==> src/rtl/risc_pkg.sv <==
// risc_pkg: shared register-file widths, zero-register address and operand typedefs
package risc_pkg;
    localparam int DATA_W_DEF = 16;
    localparam int ADDR_W_DEF = 4;
    localparam int REG_ZERO = 0;
    typedef logic [DATA_W_DEF-1:0] reg_data_t;
    typedef logic [ADDR_W_DEF-1:0] reg_addr_t;
endpackage

==> src/rtl/risc_scoreboard.sv <==
// risc_scoreboard: per-register pending bits, reserve beats release, optional hardwired-zero r0
module risc_scoreboard
    import risc_pkg::*;
#(
    parameter int ADDR_W = ADDR_W_DEF,
    parameter int ZERO_REG = 1,
    localparam int DEPTH = 2**ADDR_W
) (
    input  logic              clk,
    input  logic              reset,
    input  logic              rsv_en,
    input  logic [ADDR_W-1:0] rsv_addr,
    input  logic              wr_en,
    input  logic [ADDR_W-1:0] wr_addr,
    output logic [DEPTH-1:0]  busy_vec
);
    logic [DEPTH-1:0] busy, busy_nxt;
    // release on writeback first so a same-register reserve overrides it
    always_comb begin
        busy_nxt = busy;
        if (wr_en) busy_nxt[wr_addr] = 1'b0;
        if (rsv_en) busy_nxt[rsv_addr] = 1'b1;
        if (ZERO_REG != 0) busy_nxt[REG_ZERO] = 1'b0;
    end
    // scoreboard state register
    always_ff @(posedge clk or negedge reset) begin
        if (!reset) busy <= '0;
        else busy <= busy_nxt;
    end
    assign busy_vec = busy;
endmodule

==> src/rtl/risc_regfile_sb.sv <==
// risc_regfile_sb: multi-port registered-read register file with write bypass and busy scoreboard
module risc_regfile_sb
    import risc_pkg::*;
#(
    parameter int DATA_W = DATA_W_DEF,
    parameter int ADDR_W = ADDR_W_DEF,
    parameter int NUM_RD = 2,
    parameter int ZERO_REG = 1,
    localparam int DEPTH = 2**ADDR_W
) (
    input  logic                     clk,
    input  logic                     reset,
    input  logic                     rd_en,
    input  logic [NUM_RD*ADDR_W-1:0] rd_addr,
    output logic [NUM_RD*DATA_W-1:0] rd_data,
    output logic [NUM_RD-1:0]        rd_busy,
    input  logic                     wr_en,
    input  logic [ADDR_W-1:0]        wr_addr,
    input  logic [DATA_W-1:0]        wr_data,
    input  logic                     rsv_en,
    input  logic [ADDR_W-1:0]        rsv_addr,
    output logic [DEPTH-1:0]         busy_vec
);
    logic [DATA_W-1:0]        mem [DEPTH];
    logic [NUM_RD*DATA_W-1:0] data_nxt;
    logic [NUM_RD-1:0]        busy_nxt;

    risc_scoreboard #(.ADDR_W(ADDR_W), .ZERO_REG(ZERO_REG)) u_sb (
        .clk(clk),
        .reset(reset),
        .rsv_en(rsv_en),
        .rsv_addr(rsv_addr),
        .wr_en(wr_en),
        .wr_addr(wr_addr),
        .busy_vec(busy_vec)
    );

    // storage array; writes to a hardwired zero register are dropped
    always_ff @(posedge clk or negedge reset) begin
        if (!reset) begin
            for (int k = 0; k < DEPTH; k++) mem[k] <= '0;
        end else if (wr_en && !(ZERO_REG != 0 && int'(wr_addr) == REG_ZERO)) begin
            mem[wr_addr] <= wr_data;
        end
    end

    // per-port operand select: zero register, then writeback bypass, then array
    always_comb begin
        data_nxt = '0;
        busy_nxt = '0;
        for (int i = 0; i < NUM_RD; i++) begin
            logic [ADDR_W-1:0] a;
            logic z, h;
            a = rd_addr[i*ADDR_W +: ADDR_W];
            z = ZERO_REG != 0 && int'(a) == REG_ZERO;
            h = wr_en && wr_addr == a;
            data_nxt[i*DATA_W +: DATA_W] = z ? '0 : h ? wr_data : mem[a];
            busy_nxt[i] = !z && !h && busy_vec[a];
        end
    end

    // read registers load only on rd_en
    always_ff @(posedge clk or negedge reset) begin
        if (!reset) begin
            rd_data <= '0;
            rd_busy <= '0;
        end else if (rd_en) begin
            rd_data <= data_nxt;
            rd_busy <= busy_nxt;
        end
    end
endmodule

==> config.mk <==
export PLATFORM = sky130hd
export DESIGN_NAME = risc_regfile_sb
export DESIGN_NICKNAME = d
export VERILOG_FILES = /design/src/rtl/risc_pkg.sv /design/src/rtl/risc_scoreboard.sv /design/src/rtl/risc_regfile_sb.sv
export SDC_FILE = /design/constraint.sdc
export NUM_CORES = 1
export LEC_CHECK = 0
export CORE_ASPECT_RATIO = 0.75
export CORE_MARGIN = 2
export CORE_UTILIZATION = 50
export DETAILED_ROUTE_END_ITERATION = 12
export PLACE_DENSITY = 0.7
export SLEW_MARGIN = 20
export SYNTH_ARGS = -nofsm -noshare
export SYNTH_HDL_FRONTEND = slang
export SYNTH_SLANG_ARGS = --single-unit
==> constraint.sdc <==
create_clock -name clk -period 2.2 [get_ports clk]
set_input_delay 0.55 -clock clk [delete_from_list [all_inputs] [get_ports clk]]
set_output_delay 0.55 -clock clk [all_outputs]
set_load 0.03 [all_outputs]
; Word-level counts from Yosys, hierarchy flattened
; Index checks and enable logic that the tools add are counted.
; Widths: inputs -> output; s select.
[totals]
ramBits = 0
inputBits = 37
ff_bits = 305
elab_cells = 78
latch_bits = 0
romBits = 0
output_inout_bits = 50
memories = 0
[op_classes]
div_mod_pow = 0
magnitude_cmp = 10
n_shift = 0
n_bitwise = 6
addsub = 0
eq_ne = 2
muxes = 23
reduce_logical = 18
mul = 0
[ops]
columns = operator, n
row1 = $bwmux 256, 1
row2 = $mux 16, 11
row3 = $bmux 16 s4, 2
row4 = $demux 16 s4, 1
row5 = $lt 4x5->1 const B, 4
row6 = $and 16x16->16, 1
row7 = $not 16->16, 1
row8 = $or 16x16->16, 1
row9 = $ge 5x5->1 const B, 3
row10 = $not 4->5, 3
row11 = $logic_not 4->1, 3
row12 = $logic_and 1x1->1, 10
row13 = $bmux 1 s4, 2
row14 = $demux 1 s4, 2
row15 = $eq 4x4->1, 2
row16 = $ge 4x1->1 const B, 2
row17 = $logic_not 1->1, 5
row18 = $lt 5x1->1 const B, 1
row19 = $mux 1, 4

; Logic depth before layout (Yosys ltp)
; Gate-level depths: netlist of the first run.
[depth]
depth_word = 9
mapped_depth = 8
mapped_depth_nobuf = 5

; By module
; Synthesis of the first run repeated with hierarchy kept, for this count alone.
[unflattened]
cells_unflattened = 1154
area_unflattened_um2 = 15977.8
[by_module_without_submodules]
columns = module, seq_area_each_um2, cells_each, n_inst, area_per_inst_um2
row1 = risc_regfile_sb, 7257.0, 1085, 1, 15307.2
row2 = risc_scoreboard, 375.4, 69, 1, 670.6

; Least setup slack after synthesis of the first run
; No wires, ideal clock.
[synth_path]
path_type = input port to flip-flop
from = input port rd_addr[0]
to = register rd_data[10]
setup_slack_ps = 68
t_required_ps = 2074
t_arrival_ps = 2006
setup_time_ps = 126
path_buffers = 2
cell_stages = 6
path_cell_list = buf_2 buf_2 mux4_2 a22oi_1 nand2_1 a221o_1
[synth_between]
elab_chain_len = 6
elab_cells_between_ends = 9
classes_between = 1 x eq/ne / 5 x mux / 1 x bitwise / 2 x reduce/logical
[synth_rtl]
columns = item, line_no
row1 = from (decl), risc_regfile_sb.sv:14  ; input logic [NUM_RD*ADDR_W-1:0] rd_addr,
row2 = $not 4->5 (implied by the code), risc_regfile_sb.sv:57  ; data_nxt[i*DATA_W +: DATA_W] = z ? '0 : h ? wr_data : mem[a];
row3 = $bmux 16 s4, risc_regfile_sb.sv:57
row4 = $mux 16 (implied by the code) (2 in a row), risc_regfile_sb.sv:57
row5 = $mux 16, risc_regfile_sb.sv:57
row6 = $mux 16 (*), risc_regfile_sb.sv:57
row7 = to (signal assigned), risc_regfile_sb.sv:68  ; rd_data <= data_nxt;
row8 = to (decl), risc_regfile_sb.sv:15  ; output logic [NUM_RD*DATA_W-1:0] rd_data,
; Mark *: on every way between the ends. The rest lies on a longest branch, timed or not. The select of a mux whose other input is x is not followed.
; A chain may end at the register's enable or synchronous reset.

; Worst setup path after layout of the first run
[layout_path]
from = register rd_data[15]
to = output port rd_data[15]
; No word-level cell between the ends.

==> summary.md, run 1 <==
| Metric | Value |
|---|---|
| Status | `finished clean` |
| Synth Flop Type | `dfrtp_1` |
| Final HPWL DP | `about 32 mm` |
| Syn_nets | `~1.2k` |
| Hold Path Cell Cnt | `0` |
| IO Port Bufs | `between 80 and 90` |
| Vias/cell | `6.49` |
| Reg2reg path depth | `5` |
| Most instantiated cells after synthesis | `dfrtp_1, mux2_2, mux4_2, mux2i_1, clkbuf_1` |
| Die Height | `between 150 and 200 um` |
| Fin Clk Skew | `around 0.0085 ns` |
| Grt ovf | `0` |
| Startpoint Class | `register` |
| Setup Viol. Count Final | `0` |
| Mean area per synthesized cell | `approximately 14 um^2` |
| Layout cells sized above 1 | `about two fifths` |
| Fin worst setup slack | `0.0324 ns` |
| Die width | `between 200 and 250 um` |
| Buf/Inv on CP | `1` |
| Via count | `between 10k and 15k` |
| Final instance area | `approximately 19000 um^2` |
| Crit-path max FO | `2` |
| #FFs+latches synth | `between 300 and 400` |
| Worst flop-to-flop path endpoint | `rd_data[30]` |
| Delay-heaviest family, CP | `buffers and inverters` |
| Internal power | `~0.012 W` |
| Async set-or-reset flop fraction in the synthesized netlist | `100%` |
| Clock sinks | `roughly 310` |
| Most common cell in the netlist | `dfrtp_1` |
| Largest net degree at the start of global routing | `just over 70` |
| Final Max Slew Viols | `0` |
| Max Buffers Root-to-Sink | `3` |
| Post-CTS setup buffer count | `0` |
| Worst-Skew Late Latency | `slightly below 0.6 ns` |
| Crit end category | `output port` |
| DP Area | `18100 um^2` |
| Final Hold Fails | `0` |
| Max VDD drop | `about 0.74 mV` |
| Area Growth Syn to Fin | `19.6%` |
| Hold wc startpoint | `mem[251]` |
| Worst R2R Start | `mem[14]` |
| Max Cap Violations | `0` |
| Initial core utilization | `~51%` |
| Die area | `33300 um^2` |
| Fillers | `between 2k and 2.5k` |
| Core area | `~31000 um^2` |
| Post-synthesis sequential area ratio | `between 40% and 50%` |
| Comb pwr share | `between 20% and 30%` |
| Final Critical Period | `approximately 2.2 ns` |
| Nets@finish | `roughly 1.3k` |
| CTS buffer count | `31` |
| WP data required | `around 1.7 ns` |
| Mean routed wirelength per cell | `roughly 28 um` |
| RSZ-0062 raised after global routing | `false` |
| Ys Warns | `0` |
| Worst Max-Slew Pin Slew | `0.671 ns` |
| Critical path class | `reg2out` |
| Total GRT Usage | `29.5%` |
| Synth cell types | `41` |
| Reg2reg setup slack | `between 0.3 and 0.4 ns` |
| Worst min-delay path class | `reg2reg` |
| WHS | `0.397 ns` |
| Area contributors post-synth | `dfrtp_1, mux2_2, mux4_2, mux2i_1, buf_2` |
| First-pass GRT wire length | `between 70 and 80 mm` |
| Row count | `56` |
| GPL Wtd Cong | `roughly 0.85` |
| Place WS | `-0.513 ns` |
| Sw frac | `30.0%` |
| CP max stage cell | `clkdlybuf4s50_1` |
| Slew Limit Headroom | `a little under three fifths` |
| Fin cells | `1691` |
| LEAKAGE | `8.27 nW` |
| Post-synth EDFFs | `0` |
| Post-Place Cells | `1636` |
| First-pass detailed-route iteration total | `5` |
| CTS tree | `yes` |
| Netlist Area Pre-Place | `roughly 16000 um^2` |
| Clock-pin slew on the worst setup and hold paths | `around 0.06 ns` |
| Clock root cell | `clkbuf_16` |
| # IOs | `87` |
| Clock share of power | `approximately 30%` |
| Period utilization | `between 90 and 100%` |
| Hold endpoint | `mem[251]` |
| Fmax | `between 400 and 500 MHz` |
| Diode count | `0` |
| Initial antenna violation count | `0` |
| Max stage delay on crit path | `0.68 ns` |
| Vias in the first global route | `about 11k` |
| Number of H-tree levels | `1` |
| Pwr/cell area | `roughly 930 nW/um^2` |
| Critical Path, Cell by Cell | `clkdlybuf4s50_1` |
| Final Power | `approximately 0.018 W` |
| Drt initial violations | `approximately 1.1k` |
| Sequential share of power | `between 40% and 50%` |
| Area occupied by multi-input gates | `about 7600 um^2` |
| WP depth | `1` |
| Net Sw Power | `between 0.005 and 0.006 W` |
| Post-route ant nets | `0` |
| Post-synth top area share | `between 40% and 50%` |
| Area leader, netlist | `dfrtp_1` |
| Crit path DAT | `approximately 1.6 ns` |
| DR DRC count | `0` |
| Routed WL | `approximately 48 mm` |
| Mapped Cells | `roughly 1.2k` |
| Storage cell area | `7630 um^2` |
[layout make-up]
class                      count  share of cell area (%)
tap                          406                    2.67
timing repair buffer         206                    11.6
clock buffer                  47                    4.71
clock inverter                 7                   0.480
multi-input combinational    698                    40.0
sequential                   305                    40.1
inverter                      22                   0.434
[cell usage in the layout (no fill, tap or decap), types with 21 or more instances in the layout]
cell             count
nand2_1             40
nor2b_1             21
a22oi_1             32
mux2_2             243
mux2i_1             67
mux4_2             102
dfrtp_1            305
inv_1               22
o22ai_1             34
dlygate4sd2_1       36
clkdlybuf4s50_1     36
buf_4               83
clkbuf_16           31
buf_12              40
[per-layer routing]
| layer | vias up | GRT usage, % | routed length (um) |
|---|---|---|---|
| met5 | - | 0 | 0 |
| met3 | 91 | 6.39 | 3760 |
| met4 | 0 | 9.19 | 1440 |
| met1 | 5831 | 43.1 | 20900 |
| li1 | 4579 | - | - |
| met2 | 476 | 44.5 | 21600 |
[sequential cells by signal, summed over array words and instances (netlist names)]
signal / count
mem: 256
rd_data: 32
u_sb.busy_vec: 15
rd_busy: 2
[repair_timing]
action | in CTS | in global routing
endpoints found under the setup margin | 36 | 7
gates resized for setup | 36 | 6
hold buffers | 1 | 0
endpoints found under the hold margin | 38 | 0
[worst max-delay path by stage]
stage | from | end
5_1_grt | rd_data[2] | rd_data[2]
3_5_place_dp | rd_addr[7] | rd_data[27]
6_report | rd_data[15] | rd_data[15]
3_3_place_gp | rd_addr[7] | rd_data[27]
2_1_floorplan | rd_addr[0] | rd_data[10]
4_1_cts | rd_data[4] | rd_data[4]
[worst reg2reg max path: cells and delay by family, from the launching register on]
kind	cells	cell delay, ns
multiplexers	3	0.93
AO/OA/AOI/OAI	2	0.42
flip-flops	1	0.41
[stage by stage]
| step | setup TNS (ns) | util (%) |
|---|---|---|
| CTS | 0 | 60.7 |
| global placement | -43.66 | 57.7 |
| global route | 0 | 60.8 |
| finish | 0 | 60.8 |
| detailed placement | -50.38 | 57.7 |
| floorplan | 0 | - |
[kinds of logic after synthesis]
| group | share of synthesized area [%] |
|---|---|
| and+or+nand+nor | 4.13 |
| buffers and inverters | 4.38 |
| xor gates and xnor gates | 0.440 |
| DFF | 48.0 |
| other | 0.0236 |
| AOI/OAI and AO/OA | 7.23 |
| muxes | 35.8 |
[power groups by stage]
stage | Sequential [W] | Combinational (W) | Clock, W
detailed placement | 0.00791 | 0.00455 | 0
global route | 0.00801 | 0.00478 | 0.00555
CTS | 0.00783 | 0.00448 | 0.00533
finish | 0.00785 | 0.00448 | 0.00528
global placement | 0.00786 | 0.00444 | 0
floorplan | 0.00794 | 0.00271 | 0
(Power assumes the default switching activity.)
==> run 2, diff against run 1 <==
- CAP_MARGIN: not set -> 20
==> results of run 2 <==
Same layout as run 1: the final DEF is identical, and so are final timing and power.
